===== src/rtl/lenet_push_ctrl.sv =====
// Output-pixel push controller: counts accumulator beats per pixel, pushes one
// FIFO entry per pixel and walks the IMG_W x IMG_H output map.
module lenet_push_ctrl #(
    parameter int MAX_DEPTH = 16,
    parameter int IMG_W     = 28,
    parameter int IMG_H     = 28,
    localparam int DW = $clog2(MAX_DEPTH + 1),
    localparam int CW = (IMG_W > 1) ? $clog2(IMG_W) : 1,
    localparam int RW = (IMG_H > 1) ? $clog2(IMG_H) : 1
) (
    input  logic          clk,
    input  logic          rst_n,
    input  logic          start,
    input  logic [DW-1:0] cfg_depth,
    input  logic          abort,
    input  logic          in_valid,
    output logic          in_ready,
    output logic          push_valid,
    input  logic          push_ready,
    output logic [CW-1:0] pix_col,
    output logic [RW-1:0] pix_row,
    output logic          row_end,
    output logic          frame_done,
    output logic          cfg_err,
    output logic          busy
);

    typedef enum logic [1:0] {
        IDLE  = 2'd0,
        ACCUM = 2'd1,
        PUSH  = 2'd2,
        DONE  = 2'd3
    } state_t;

    localparam logic [CW-1:0] LAST_COL = CW'(IMG_W - 1);
    localparam logic [RW-1:0] LAST_ROW = RW'(IMG_H - 1);

    state_t        state;
    logic [DW-1:0] depth;
    logic [DW-1:0] beat_cnt;

    // in_ready/push_valid/busy are registered alongside the state so they are
    // pure state decodes with no path from in_valid or push_ready.
    always_ff @(posedge clk or negedge rst_n) begin
        if (!rst_n) begin
            state      <= IDLE;
            depth      <= DW'(1);
            beat_cnt   <= '0;
            pix_col    <= '0;
            pix_row    <= '0;
            in_ready   <= 1'b0;
            push_valid <= 1'b0;
            row_end    <= 1'b0;
            frame_done <= 1'b0;
            cfg_err    <= 1'b0;
            busy       <= 1'b0;
        end else begin
            row_end    <= 1'b0;
            frame_done <= 1'b0;
            cfg_err    <= 1'b0;
            if (abort) begin
                state      <= IDLE;
                beat_cnt   <= '0;
                pix_col    <= '0;
                pix_row    <= '0;
                in_ready   <= 1'b0;
                push_valid <= 1'b0;
                busy       <= 1'b0;
            end else begin
                case (state)
                    IDLE: begin
                        if (start) begin
                            if (cfg_depth != '0 && cfg_depth <= DW'(MAX_DEPTH)) begin
                                depth    <= cfg_depth;
                                beat_cnt <= '0;
                                pix_col  <= '0;
                                pix_row  <= '0;
                                state    <= ACCUM;
                                in_ready <= 1'b1;
                                busy     <= 1'b1;
                            end else begin
                                cfg_err <= 1'b1;
                            end
                        end
                    end
                    ACCUM: begin
                        if (in_valid) begin
                            if (beat_cnt == depth - DW'(1)) begin
                                beat_cnt   <= '0;
                                state      <= PUSH;
                                in_ready   <= 1'b0;
                                push_valid <= 1'b1;
                            end else begin
                                beat_cnt <= beat_cnt + DW'(1);
                            end
                        end
                    end
                    PUSH: begin
                        if (push_ready) begin
                            push_valid <= 1'b0;
                            if (pix_col == LAST_COL) begin
                                pix_col <= '0;
                                row_end <= 1'b1;
                                // Final pixel parks the row counter at 0 rather than overflowing.
                                if (pix_row == LAST_ROW) begin
                                    pix_row    <= '0;
                                    state      <= DONE;
                                    frame_done <= 1'b1;
                                end else begin
                                    pix_row  <= pix_row + RW'(1);
                                    state    <= ACCUM;
                                    in_ready <= 1'b1;
                                end
                            end else begin
                                pix_col  <= pix_col + CW'(1);
                                state    <= ACCUM;
                                in_ready <= 1'b1;
                            end
                        end
                    end
                    DONE: begin
                        state <= IDLE;
                        busy  <= 1'b0;
                    end
                    default: begin
                        state      <= IDLE;
                        in_ready   <= 1'b0;
                        push_valid <= 1'b0;
                        busy       <= 1'b0;
                    end
                endcase
            end
        end
    end

endmodule

===== config.mk =====
export PLATFORM = sky130hd
export DESIGN_NAME = lenet_push_ctrl
export DESIGN_NICKNAME = d
export VERILOG_FILES = /design/src/rtl/lenet_push_ctrl.sv
export SDC_FILE = /design/constraint.sdc
export NUM_CORES = 1
export LEC_CHECK = 0
export ABC_AREA = 1
export ABC_CLOCK_PERIOD_IN_PS = 2400
export CORE_UTILIZATION = 41
export CTS_BUF_LIST = sky130_fd_sc_hd__clkbuf_4
export DETAILED_ROUTE_END_ITERATION = 16
export PLACE_DENSITY_LB_ADDON = 0.15
export SYNTH_ARGS = -nofsm -noshare
export SYNTH_HDL_FRONTEND = slang
export SYNTH_SLANG_ARGS = --single-unit

===== constraint.sdc =====
create_clock -name clk -period 2.4 [get_ports clk]
set_input_delay 0.72 -clock clk [delete_from_list [all_inputs] [get_ports clk]]
set_output_delay 0.72 -clock clk [all_outputs]
set_load 0.01 [all_outputs]

# Word-level counts from Yosys, hierarchy flattened
# Cells that the tools add are included.
[word_totals]
reg_bits = 28
inputBits = 11
output_inout_bits = 16
wordCells = 99
[classes]
addsub = 4
magnitude_cmp = 1
n_eq_ne = 13
n_mux = 53
bitwise = 1
n_reduce_logical = 16
[ops]
columns = ["operator", "n"]
rows = [
  ["$mux 5", 12],
  ["$pmux 5 s2", 3],
  ["$mux 1", 26],
  ["$ne 3x3->1 const B", 6],
  ["$mux 2", 8],
  ["$reduce_and 4->1", 4],
  ["$add 5x1->5 const B", 3],
  ["$reduce_bool 3->1", 4],
  ["$eq 5x5->1 const B", 2],
  ["$reduce_and 5->1", 2],
  ["$pmux 2 s4", 1],
  ["$reduce_and 7->1", 1],
  ["$eq 5x5->1", 1],
  ["$le 5x5->1 const B", 1],
  ["$reduce_bool 5->1", 1],
  ["$sub 5x1->5 const B", 1],
  ["$eq 2x2->1 const B", 2],
  ["$ne 4x4->1 const B", 1],
  ["$pmux 1 s2", 2],
  ["$reduce_bool 4->1", 1],
  ["$pmux 1 s3", 1],
  ["$reduce_and 3->1", 1],
  ["$eq 2x1->1 const B", 1],
  ["$logic_not 2->1", 1],
  ["other kinds (2)", 2],
]

# Longest topological paths before layout
[depth]
word_depth = 6
ltp_mapped = 14
mapped_depth_nobuf = 14

# Worst setup path before layout
# No wires, ideal clock.
[synth_path]
path_type = "register to register"
from = "register depth[0]"
to = "register state[1]"
setup_time_ns = 0.129
arrival_ns = 1.586
required_ns = 2.271
setup_slack_ns = 0.685
path_stages_with_launch = 14
n_path_buf = 0
synth_period_minus_slack_ns = 1.715
path_cell_list = "dfstp_2 > inv_2 > ha_1 > inv_1 > nand2_1 > nand2_1 > nor2_1 > nand2_1 > nor2_1 > nand2_1 > nand2_2 > nand2_1 > nor2_2 > o21ai_0"
[synth_between]
elab_chain_len = 4
[synth_rtl]
columns = ["element", "line", "text"]
rows = [
  ["from (decl)", "39", "logic [DW-1:0] depth;"],
  ["from (signal assigned)", "74", "depth <= cfg_depth;"],
  ["$sub 5x1->5", "88", "if (beat_cnt == depth - DW'(1)) begin"],
  ["$eq 5x5->1", "88", ""],
  ["$ne 3x3->1 (no line)", "--", ""],
  ["$reduce_and 5->1 (no line)", "--", ""],
  ["to (signal assigned)", "90", "state <= PUSH;"],
  ["to (signal assigned)", "107", "state <= DONE;"],
  ["to (signal assigned)", "111", "state <= ACCUM;"],
  ["to (decl)", "38", "state_t state;"],
]
# No other way between the ends.
# A chain may end at the register's enable or synchronous reset.

# Worst setup path in the final report
[layout_path]
from = "register pix_col[2]"
to = "output port pix_col[2]"
[layout_lines]
columns = ["element", "line", "text"]
rows = [
  ["from (decl)", "20", "output logic [CW-1:0] pix_col,"],
  ["from (signal assigned)", "115", "pix_col <= pix_col + CW'(1);"],
]
# No word-level cell between the ends.

==> results.yml <==
global_routing:
  met1_usage_pct: 25.5
  grt-busiest-layer: "met2"
  grt_first_pass_wirelength_um: 6490
  grt_max_degree: 29
  grt_use_met2_pct: 31.1
  grt_overflow: 0
  grt_antenna_before_repair: 0
  grt_pass1_vias: 1487
  track_usage_pct: 18.6
  grt_use_met3_pct: 3.50
power_and_ir_drop:
  power.share.sequential_pct: 34.3
  clkPwrFrac_pct: 16.4
  totalPowerFinal_w: 0.00197
  p_comb_share_pct: 49.3
  p_sw_share_pct: 42.8
  p_sw_w: 0.000845
  power_density_mw_per_mm2: 910
  ir_worst_vdd_mv: 0.569
  leakagePower_nw: 1.09
  intPower_w: 0.00113
route:
  drtAntennaViolNets: 0
  drt_first_iter_violations: 102
  remaining_drc_errors: 0
  drt_first_pass_iters: 4
  avgViaCountPerCell: 4.88
  wire_per_inst_um: 11.5
  routed_wl_um: 3780
  via_count: 1596
critical_path:
  cp_max_fo: 6
  critPathBufInv: 1
  slowest_stage: "clkdlybuf4s50_1"
  crit_family: "buffers and inverters"
  required_ps: 1680
  start_kind: "register"
  critPathKind: "register to output port"
  end_kind: "output port"
  critPathArrivalTime_ps: 1380
  reg2reg_slack_ps: 480
  cp_cell_sequence: "clkdlybuf4s50_1"
  cp_slowest_stage_delay_ps: 570
logic_synthesis:
  syn_inst: 245
  synth_nets: 265
  yosysWarnings: 0
  post-synth-top-count-cell: "nand2_1"
  synth_ff_type: "dfrtp_1"
  synthTopCellsByArea: "dfrtp_1 38%, nand2_1 14%, inv_1 7.4%, ha_1 6.3%, nor2_1 6.1%"
  ys_ff_latch: 28
  syn_area_per_cell_um2: 7.27
  synth_top_area_cell: "dfrtp_1"
  synth_top_area_share_pct: 37.9
  async_flop_share_pct: 100
  synth_edf_count: 0
  synth.cell_area_mm2: 0.00178
  seq_area_frac_synth_pct: 39.4
  synth_cell_types: 26
  synthTopCellsByCount: "65 x nand2_1, 35 x inv_1, 29 x nor2_1"
finish:
  drive_gt1_share_pct: 8.66
  layout.nets: 298
  syn_to_final_growth_pct: 21.7
  antenna_cells: 0
cts:
  tritoncts: "built"
  cts.sinks: 28
  htreeDepth: 1
  clockRootBuffer: "clkbuf_4"
  hold_buffers: 0
  cts_buffers: 3
  post_cts_buffers: 0
  cts-resized-gates: 0
  insertion_delay_ps: 340
  cts_buffer_depth: 2
  clk_pin_slew_ps: 160
die:
  core_area_mm2: 0.00409
  start_util_pct: 43.6
  die_w_um: 67.9
  num_io_pins: 27
  dieHeight_um: 67.9
  fp-row-count: 23
  die_area_mm2: 0.00461
sta:
  setup_viol: 0
  fmax_mhz: 477
  tns_ps: 0
  slew_viol_final: 0
  final.min_clock_period_ps: 2100
  rsz0062_at_grt: "false"
  finalCritPeriodShare_pct: 87.4
  hold_viol: 0
  slew_headroom_pct: 74.8
  fin_skew_ps: 2.53
  tightest_slew_ps: 378
flow_run:
  maxCapViolCount: 0
placement:
  gp_congestion: 0.756
  numPortBuffers: 26
  hpwlAfterDp_um: 2850
run_status:
  outcome: "finished clean"
hold_path:
  worstHoldPathType: "register to register"
through the flow:
stage | cells | area, um2 | hold WS, ps | worst slack, ps | util [%]
3_5_place_dp | 323 | 2120 | 476 | 28.2 | 51.8
4_1_cts | 327 | 2170 | 513 | 285 | 53.1
6_report | 327 | 2170 | 502 | 302 | 53.1
5_1_grt | 327 | 2170 | 540 | 225 | 53.1
2_1_floorplan | 245 | 1780 | 424 | 685 | -
3_3_place_gp | 323 | 2120 | 465 | 73.4 | 51.8
power by group through the flow:
stage / registers [W] / logic [W] / clock network (W)
6_report: 0.000677 / 0.000972 / 0.000324
5_1_grt: 0.000694 / 0.00111 / 0.000351
3_3_place_gp: 0.000685 / 0.000958 / 0
2_1_floorplan: 0.000685 / 0.000704 / 0
4_1_cts: 0.000676 / 0.000981 / 0.000333
3_5_place_dp: 0.000685 / 0.000975 / 0
sequential cells by signal, summed over array words and instances (netlist names):
name / flops
beat_cnt: 5
depth: 5
pix_col: 5
frame_done: 1
busy: 1
row_end: 1
cfg_err: 1
in_ready: 1
push_valid: 1
pix_row: 5
state: 2
worst reg2reg max path, stage by stage, from the launching register on:
cell	delay, ps
dfstp_2	610
inv_2	60
ha_1	290
inv_1	40
nand2_1	50
nand2_1	40
nor2_1	80
nand2_1	50
nor2_1	80
nand2_1	100
nand2_2	100
nand2_1	90
nor2_2	140
nand2_1	60
o21ai_0	70
cell families (layout without fill, tap and decap cells):
group	after synthesis	after routing	synth area share (%)
compound gates	25	25	7.58
xor+xnor	3	3	1.47
fa+ha+maj	9	9	6.32
buf+inv	40	72	8.85
flops	28	28	39.4
simple gates	140	140	36.4
routing by layer:
layer	vias to the layer above	wire [um]
met5	-	0
met1	721	1840
li1	844	-
met3	2	129
met4	0	19
met2	29	1780
worst paths after layout:
check                                            start                       to  cells past startpoint
worst max-delay path            pix_col[2]$_DFFE_PN0P_               pix_col[2]                      1
worst min-delay path              in_ready$_DFFE_PN0P_     in_ready$_DFFE_PN0P_                      2
worst max register to register    depth[0]$_DFFE_PN1P_     state[0]$_DFFE_PN0P_                     14
worst min register to register    in_ready$_DFFE_PN0P_     in_ready$_DFFE_PN0P_                      2
max in group asynchronous                        rst_n     depth[0]$_DFFE_PN1P_                      2
min in group asynchronous                        rst_n  beat_cnt[3]$_DFFE_PN0P_                      2
placed cells by master (no fill, tap or decap):
cell and instances:
dfrtp_1 27, nand3b_1 1, a31o_2 1, nand2_4 2, nor3_4 1, nor2_2 4
xor2_1 3, nor4_1 1, inv_2 4, buf_4 3, nand4_1 9, inv_1 35
a21oi_1 10, clkdlybuf4s50_1 26, clkbuf_4 3, dfstp_2 1, nand2_1 65, ha_1 9
nor3_1 7, bufinv_16 1, o22ai_1 1, o21ai_0 11, nand2_2 3, o31ai_1 1
nor2_8 1, nand3_1 16, nor2_1 29, nor3b_1 1, o21a_1 1
layout make-up:
| cell class | instances | area [um2] |
|---|---|---|
| timing repair buffer | 29 | 283 |
| clock inverter | 1 | 30.0 |
| sequential | 28 | 702 |
| clock buffer | 3 | 22.5 |
| tap | 50 | 62.6 |
| inverter | 39 | 146 |
| multi-input combinational | 177 | 922 |
| fill | 401 | 1920 |
Note: power is estimated with default switching activity, not from simulation.
